==> src/rtl/cla16_adder_pkg.sv <==
// Shared constants for the two-level carry-lookahead adder.
// Group size, default width and group count helper.
package cla_pkg;

  localparam int GROUP_W   = 4;
  localparam int WIDTH_DEF = 16;

  function automatic int num_groups(input int w);
    return w / GROUP_W;
  endfunction

  localparam int NUM_GROUPS = num_groups(WIDTH_DEF);

endpackage

==> src/rtl/cla16_adder_if.sv <==
// Operand/result bundle of the registered CLA adder.
// Port ovf exists only when CLA_OVERFLOW_FLAG_EN is defined.
interface cla16_adder_if #(
  parameter int WIDTH = 16
);

  logic [WIDTH-1:0] in1;
  logic [WIDTH-1:0] in2;
  logic             cin;
  logic [WIDTH-1:0] sum;
  logic             cout;
`ifdef CLA_OVERFLOW_FLAG_EN
  logic             ovf;
`endif

  modport master (
    output in1,
    output in2,
    output cin,
    input  sum,
`ifdef CLA_OVERFLOW_FLAG_EN
    input  ovf,
`endif
    input  cout
  );

  modport slave (
    input  in1,
    input  in2,
    input  cin,
    output sum,
`ifdef CLA_OVERFLOW_FLAG_EN
    output ovf,
`endif
    output cout
  );

endinterface

==> src/rtl/cla16_adder_cla4_block.sv <==
// 4-bit lookahead group: flattened internal carries,
// group generate/propagate for the second lookahead level.
module cla4_block (
  input  logic [3:0] a,
  input  logic [3:0] b,
  input  logic       ci,
  output logic [3:0] s,
  output logic       gg,
  output logic       gp
);

  logic [3:0] g;
  logic [3:0] p;
  logic [3:0] c;

  assign g = a & b;
  assign p = a ^ b;

  // Carries are two-level SOP, no ripple between bits
  assign c[0] = ci;
  assign c[1] = g[0]
              | (p[0] & ci);
  assign c[2] = g[1]
              | (p[1] & g[0])
              | (p[1] & p[0] & ci);
  assign c[3] = g[2]
              | (p[2] & g[1])
              | (p[2] & p[1] & g[0])
              | (p[2] & p[1] & p[0] & ci);

  assign s = p ^ c;

  assign gg = g[3]
            | (p[3] & g[2])
            | (p[3] & p[2] & g[1])
            | (p[3] & p[2] & p[1] & g[0]);
  assign gp = &p;

endmodule

==> src/rtl/cla16_adder.sv <==
// Registered two-level carry-lookahead adder.
// Optional signed overflow output: define CLA_OVERFLOW_FLAG_EN.
module cla16_adder
  import cla_pkg::*;
#(
  parameter int WIDTH = WIDTH_DEF
) (
  input  logic           clk,
  input  logic           rst_n,
  cla16_adder_if.slave   bus
);

  localparam int NG = num_groups(WIDTH);

  logic [NG-1:0]    gg;
  logic [NG-1:0]    gp;
  logic [NG:0]      gc;
  logic [WIDTH-1:0] s_comb;

  for (genvar j = 0; j < NG; j++) begin : g_grp
    cla4_block u_blk (
      .a  (bus.in1[j*GROUP_W +: GROUP_W]),
      .b  (bus.in2[j*GROUP_W +: GROUP_W]),
      .ci (gc[j]),
      .s  (s_comb[j*GROUP_W +: GROUP_W]),
      .gg (gg[j]),
      .gp (gp[j])
    );
  end

  // Each group carry-in is expanded directly from GG/GP/cin
  always_comb begin
    logic acc;
    logic pr;
    gc    = '0;
    gc[0] = bus.cin;
    for (int j = 0; j < NG; j++) begin
      acc = 1'b0;
      for (int k = 0; k <= j; k++) begin
        pr = gg[k];
        for (int m = k + 1; m <= j; m++) begin
          pr = pr & gp[m];
        end
        acc = acc | pr;
      end
      pr = bus.cin;
      for (int m = 0; m <= j; m++) begin
        pr = pr & gp[m];
      end
      gc[j+1] = acc | pr;
    end
  end

  logic [WIDTH-1:0] sum_q;
  logic             cout_q;

  always_ff @(posedge clk or negedge rst_n) begin
    if (!rst_n) begin
      sum_q  <= '0;
      cout_q <= 1'b0;
    end else begin
      sum_q  <= s_comb;
      cout_q <= gc[NG];
    end
  end

  assign bus.sum  = sum_q;
  assign bus.cout = cout_q;

`ifdef CLA_OVERFLOW_FLAG_EN
  logic ovf_d;
  logic ovf_q;

  // Same-sign operands with a differing result sign: c[W] ^ c[W-1]
  assign ovf_d = (bus.in1[WIDTH-1] == bus.in2[WIDTH-1])
               & (s_comb[WIDTH-1] != bus.in1[WIDTH-1]);

  always_ff @(posedge clk or negedge rst_n) begin
    if (!rst_n) begin
      ovf_q <= 1'b0;
    end else begin
      ovf_q <= ovf_d;
    end
  end

  assign bus.ovf = ovf_q;
`endif

endmodule

==> src/flat_wrapper.sv <==
// flat-port wrapper written by rule: the top's interface ports become plain ports
module cla16_adder_flat import cla_pkg::*;
#(
  parameter int WIDTH = WIDTH_DEF
)
  (clk, rst_n, bus_in1, bus_in2, bus_cin, bus_sum, bus_cout);
  cla16_adder_if #(.WIDTH(WIDTH)) bus_i ();
  input  logic clk;
  input  logic rst_n;
  input wire logic [$bits(bus_i.in1)-1:0] bus_in1;
  input wire logic [$bits(bus_i.in2)-1:0] bus_in2;
  input wire logic [$bits(bus_i.cin)-1:0] bus_cin;
  output wire logic [$bits(bus_i.sum)-1:0] bus_sum;
  output wire logic [$bits(bus_i.cout)-1:0] bus_cout;
  assign bus_i.in1 = bus_in1;
  assign bus_i.in2 = bus_in2;
  assign bus_i.cin = bus_cin;
  assign bus_sum = bus_i.sum;
  assign bus_cout = bus_i.cout;
  cla16_adder #(.WIDTH(WIDTH)) u_core (.clk(clk), .rst_n(rst_n), .bus(bus_i));
endmodule
==> config.mk <==
export PLATFORM = sky130hd
export DESIGN_NAME = cla16_adder_flat
export DESIGN_NICKNAME = d
export VERILOG_FILES = /design/src/rtl/cla16_adder_pkg.sv /design/src/rtl/cla16_adder_if.sv /design/src/rtl/cla16_adder_cla4_block.sv /design/src/rtl/cla16_adder.sv /design/src/flat_wrapper.sv
export SDC_FILE = /design/constraint.sdc
export NUM_CORES = 1
export LEC_CHECK = 0
export BUFFER_PORTS_ARGS = -buffer_cell sky130_fd_sc_hd__buf_4
export CAP_MARGIN = 20
export CORE_MARGIN = 2
export CORE_UTILIZATION = 40
export CTS_CLUSTER_DIAMETER = 50
export DETAILED_ROUTE_END_ITERATION = 7
export PLACE_DENSITY = 0.74
export SLEW_MARGIN = 20
export SYNTH_ARGS = -nofsm -noshare
export SYNTH_HDL_FRONTEND = slang
export SYNTH_SLANG_ARGS = --single-unit
export TNS_END_PERCENT = 1
==> constraint.sdc <==
create_clock -name clk -period 0.8 [get_ports clk]
set_input_delay 0.04 -clock clk [delete_from_list [all_inputs] [get_ports clk]]
set_output_delay 0.04 -clock clk [all_outputs]
set_load 0.02 [all_outputs]
* Yosys cells after proc, flatten, opt, wreduce, memory -nomap -nowiden
Cells that the tools add are included.
** Cells by class
- Bitwise operators :: 124
- Reductions and logical operators :: 4
** Operators by type and width (count)
- 1-bit AND :: 66
- 1-bit OR :: 46
- 4-bit XOR :: 8
- 4-bit AND :: 4
- 4-bit AND reduction :: 4
** Word-level totals
- Register bits after elaboration :: 17
- Input port bits :: 35
- Logic and storage cells :: 130

* Longest topological paths before layout
- Depth in word-level cells :: 13
- Depth in mapped cells :: 7
- Mapped depth without buffers :: 7

* Cells and area by module
Synthesis repeated with hierarchy kept, for this count alone.
** Second synthesis, totals
- Cell total of the unflattened synthesis :: 110
- Area total of the unflattened synthesis :: 1194.9 µm²
** Modules (own cells, without submodules)
- cla4_block :: instances 4, cells each 22, area each 182.7 µm², sequential area each 0.0 µm²
- cla16_adder :: instances 1, cells each 22, area each 464.2 µm², sequential area each 425.4 µm²

* Worst setup path after synthesis
Ideal clock, no wire load.
- Path type :: input -> register
- From :: in bus_in2[3]
- To :: reg u_core.sum_q[9], in the netlist u_core.bus.sum[9]
- Setup time :: 0.127 ns
- Arrival time :: 1.471 ns
- Required time :: 0.673 ns
- Path slack :: -0.798 ns
- Stages on the path :: 7
- Buffers on the path :: 0
- Path through :: ha_1 > a21oi_1 > o21ai_0 > o21ai_0 > nand2b_1 > fa_1 > xor2_1
** Between the ends
- Longest elaborated chain between the ends :: 11
- Elaborated cells on any way between the ends :: 19
** RTL lines
- start, declared :: RTL line flat_wrapper.sv:11 : input wire logic [$bits(bus_i.in2)-1:0] bus_in2;
- 4-bit XOR :: RTL line cla16_adder_cla4_block.sv:17 : assign p = a ^ b;
- 1-bit AND, on equally long branches :: RTL line cla16_adder_cla4_block.sv:34, cla16_adder_cla4_block.sv:35, cla16_adder_cla4_block.sv:36
- 1-bit OR (tied with other cells) :: RTL line cla16_adder_cla4_block.sv:34 : | (p[3] & g[2])
- 1-bit OR or 1-bit AND (tied branches) :: RTL line cla16_adder_cla4_block.sv:35, cla16_adder_cla4_block.sv:36
- 1-bit OR :: RTL line cla16_adder_cla4_block.sv:36 : | (p[3] & p[2] & p[1] & g[0]);
- 1-bit AND :: RTL line cla16_adder.sv:42 : pr = pr & gp[m];
- 1-bit OR :: RTL line cla16_adder.sv:44 : acc = acc | pr;
- 1-bit OR (*) :: RTL line cla16_adder.sv:50 : gc[j+1] = acc | pr;
- 1-bit AND (*) :: RTL line cla16_adder_cla4_block.sv:22 : | (p[0] & ci);
- 1-bit OR (*) :: RTL line cla16_adder_cla4_block.sv:22
- 4-bit XOR (*) :: RTL line cla16_adder_cla4_block.sv:31 : assign s = p ^ c;
- net u_core.g_grp[2].u_blk.s[1] :: RTL line cla16_adder_cla4_block.sv:7 : output logic [3:0] s,
- end signal, assigned :: RTL line cla16_adder.sv:62 : sum_q <= s_comb;
- end, declared :: RTL line cla16_adder.sv:54 : logic [WIDTH-1:0] sum_q;
Mark *: on every way through the listed nets, which the timed path passes. The rest lies on a longest branch.

* Worst setup path in the final report
- From :: in bus_in2[9]
- To :: reg u_core.sum_q[13], in the netlist u_core.bus.sum[13]
** Between the ends
- Longest elaborated chain between the ends :: 9
- Elaborated cells on any way between the ends :: 17
** RTL lines
- 4-bit XOR or 4-bit AND (tied branches) :: RTL line cla16_adder_cla4_block.sv:17, cla16_adder_cla4_block.sv:16
- 4-bit AND reduction (tied with other cells) :: RTL line cla16_adder_cla4_block.sv:37 : assign gp = &p;
- 1-bit AND (tied with other cells) :: RTL line cla16_adder.sv:42
- 1-bit OR, on equally long branches :: RTL line cla16_adder.sv:44, cla16_adder_cla4_block.sv:36
- 1-bit OR :: RTL line cla16_adder.sv:44
- 1-bit OR (*) :: RTL line cla16_adder.sv:50
- 1-bit AND (*) :: RTL line cla16_adder_cla4_block.sv:22
- 1-bit OR (*) :: RTL line cla16_adder_cla4_block.sv:22
- 4-bit XOR (*) :: RTL line cla16_adder_cla4_block.sv:31
- net u_core.g_grp[3].u_blk.s[1] :: RTL line cla16_adder_cla4_block.sv:7
Marks and branches as above.

==> results.yml <==
run_status:
  status: "finished with violations"
  violations: "setup timing"
cells_and_area:
  post-route-cell-area_sq_mm: 0.002049
  area_growth_pct: 84.88
  fin_cells: 217
  final_net_count: 242
  fin_util_pct: 76.29
  n_antenna_cell: 0
  fill_cells: 181
  drive_gt1_share_pct: 59.68
logic_synthesis:
  yosysSeqAreaShare_pct: 38.37
  yosysMostFrequentCell: "dfrtp_1"
  synth.distinct_cells: 25
  synth_area_per_cell_sq_um: 10.56
  yosysTopAreaCellShare_pct: 38.37
  synth_edf_count: 0
  synthArstFlopShare_pct: 100.0
  synth-warning-count: 0
  syn_nets: 160
  netlist_top_cells_count: "dfrtp_1 (17), ha_1 (16), nor2_1 (9)"
  synth_ff_type: "dfrtp_1"
  yosys-top-cells-area: "dfrtp_1 (38%), ha_1 (18%), fa_1 (7.2%)"
  synth_area_sq_mm: 0.001109
  syn-instance-count: 105
  synth_top_cell_by_area: "dfrtp_1"
  synth-seq-cells: 17
grt:
  top_usage_layer: "met2"
  gr-usage-met1_pct: 25.30
  grt_use_total_pct: 20.90
  met3_usage_pct: 3.687
  grt_pass1_vias: 1176
  overflow: 0
  antenna_found_initial: 0
  grt_start_max_net_pins: 18
  grt_use_met2_pct: 37.04
  grt_pass1_wl_mm: 5.161
pwr:
  leakage_nw: 0.9558
  p_seq_share_pct: 34.5
  p_sw_share_pct: 34.70
  power_frac_comb_pct: 50.5
  p_switching_w: 0.001124
  peakVddDrop_v: 0.001216
  powerDensity_mw_per_mm2: 1581
  internal_power_w: 0.002116
  clkPwrFrac_pct: 15.0
clock_network:
  cts_max_path_buffers: 2
  numCtsBuffers: 3
  htree_num_levels: 1
  path_clk_slew_ps: 100
  cts_root_buffer: "clkbuf_4"
  cts_tree: "built"
  cts_sinks: 17
hold_path:
  min_path_cells: 3
  hold_class: "in2reg"
  hp-start: "bus_in1[15]"
  holdPathEnd: "u_core.bus.cout$_DFF_PN0_"
route:
  routed_wl_mm: 2.934
  drt-initial-drc-count: 9
  firstDrtPassIters: 4
  drtAntennaViolNets: 0
  num_vias: 1093
  avgViaCountPerCell: 5.037
  wl_per_cell_microns: 13.52
  route.detailed.drc: 0
critical_path:
  end_kind: "register"
  startpoint: "bus_in2[9]"
  startpoint_type: "primary input"
  crit_type: "in2reg"
  path_max_fanout: 3
  worstPathRequired_ps: 1010
  crit_arrival_ps: 1560
placed_design:
  gp_congestion: 0.8653
  place_area_sq_mm: 0.001871
  dp.cells: 212
  placement.io_buffers: 51
  dpl.hpwl_mm: 2.311
sta:
  clock.fmax_mhz: 737.1
  max-slew-margin-rel_pct: 82.19
  drv_slew: 0
  hold_viol_final: 0
  min_period_ps: 1357
  worst_pin_slew_ps: 264.8
  period_share_pct: 169.6
  rsz0062_at_grt: "yes"
  setup_tns_ps: -6284
  hold_ws_ps: 60.96
  worst_slack_ps: -556.6
  finalSetupViolations: 31
die:
  io_pins: 52
  die_y_microns: 56.65
  core_area_sq_mm: 0.002686
  start_util_pct: 41.27
  die-area_sq_mm: 0.003209
  fp.dieW_microns: 56.65
  num_rows: 19
flow_run:
  drv_cap: 0
## registers in the layout, indices dropped and copies added (netlist names)
| register | flops |
|---|---|
| u_core.bus.sum | 16 |
| u_core.bus.cout | 1 |
## power by group through the flow
stage                     Clock (W)  Combinational (W)  Sequential, W
final                      0.000486            0.00164        0.00112
after CTS                  0.000489            0.00158        0.00112
after detailed placement          0            0.00144        0.00110
after floorplan                   0           0.000502        0.00133
after global routing       0.000534            0.00177        0.00113
after global placement            0            0.00140        0.00110
## worst max path at each step
stage               cells past startpoint                            to  slack, ps
floorplan                               6  u_core.bus.sum[12]$_DFF_PN0_       -600
global placement                        7  u_core.bus.sum[12]$_DFF_PN0_       -810
detailed placement                      7  u_core.bus.sum[12]$_DFF_PN0_       -860
CTS                                     7  u_core.bus.sum[12]$_DFF_PN0_       -540
global route                            8     u_core.bus.cout$_DFF_PN0_       -680
finish                                  8  u_core.bus.sum[13]$_DFF_PN0_       -560
## per-layer routing
layer | share of wire [%] | up-vias
li1 | - | 533
met2 | 55 | 36
met5 | 0 | -
met3 | 5.6 | 5
met1 | 38 | 519
met4 | 2.0 | 0
## worst max-delay path, cell delays in order
cell      delay [ps]
buf_4            120
ha_4             250
a211oi_2         210
nor2_1            90
nor3_1           200
o21ai_1          140
fa_2             350
xor2_1           160
## through the flow
step | setup slack, ps | total power, W
4_1_cts | -543.9 | 0.003191
2_1_floorplan | -604.5 | 0.001836
5_1_grt | -677.9 | 0.003432
3_5_place_dp | -861.8 | 0.002547
6_report | -556.6 | 0.003240
3_3_place_gp | -809.1 | 0.002502
## kinds of logic (layout without fill, tap and decap cells)
group	Yosys count	in the layout	share of synthesized area (%)
AND/OR/NAND/NOR	26	26	12.87
AO/OA/AOI/OAI	23	23	12.08
adder cells (fa/ha/maj)	20	20	25.28
flip-flops	17	17	38.37
XOR/XNOR	11	11	8.691
buffers and inverters	8	89	2.709
## layout make-up
class	instances	area (sq um)	share of cell area (%)
well taps	31	38.79	1.893
repair buffers	77	644.4	31.44
multi-input cells	80	884.6	43.16
flip-flops and latches	17	425.4	20.76
clock buffers	4	26.28	1.282
inverters	8	30.03	1.465
## timing repair
| action | CTS | global route |
|---|---|---|
| hold buffers | 1 | 0 |
| endpoints found under the setup margin | 32 | 32 |
| gates resized for setup | 23 | 10 |
| hold endpoints to repair | 17 | 0 |
| pin swaps | 1 | 2 |
| setup buffers | 0 | 0 |
## placed cells by master, fill, tap and decap left out, types with 5 or more instances in the layout
cell     synthesis  layout
dfrtp_1         17      17
a21oi_2          0       5
xnor2_1          5       5
ha_4             0      11
nor2_1           9       7
ha_1            16       5
inv_1            8       7
buf_6            0      17
xor2_1           6       6
buf_4            0      59
(Power assumes the default switching activity.)
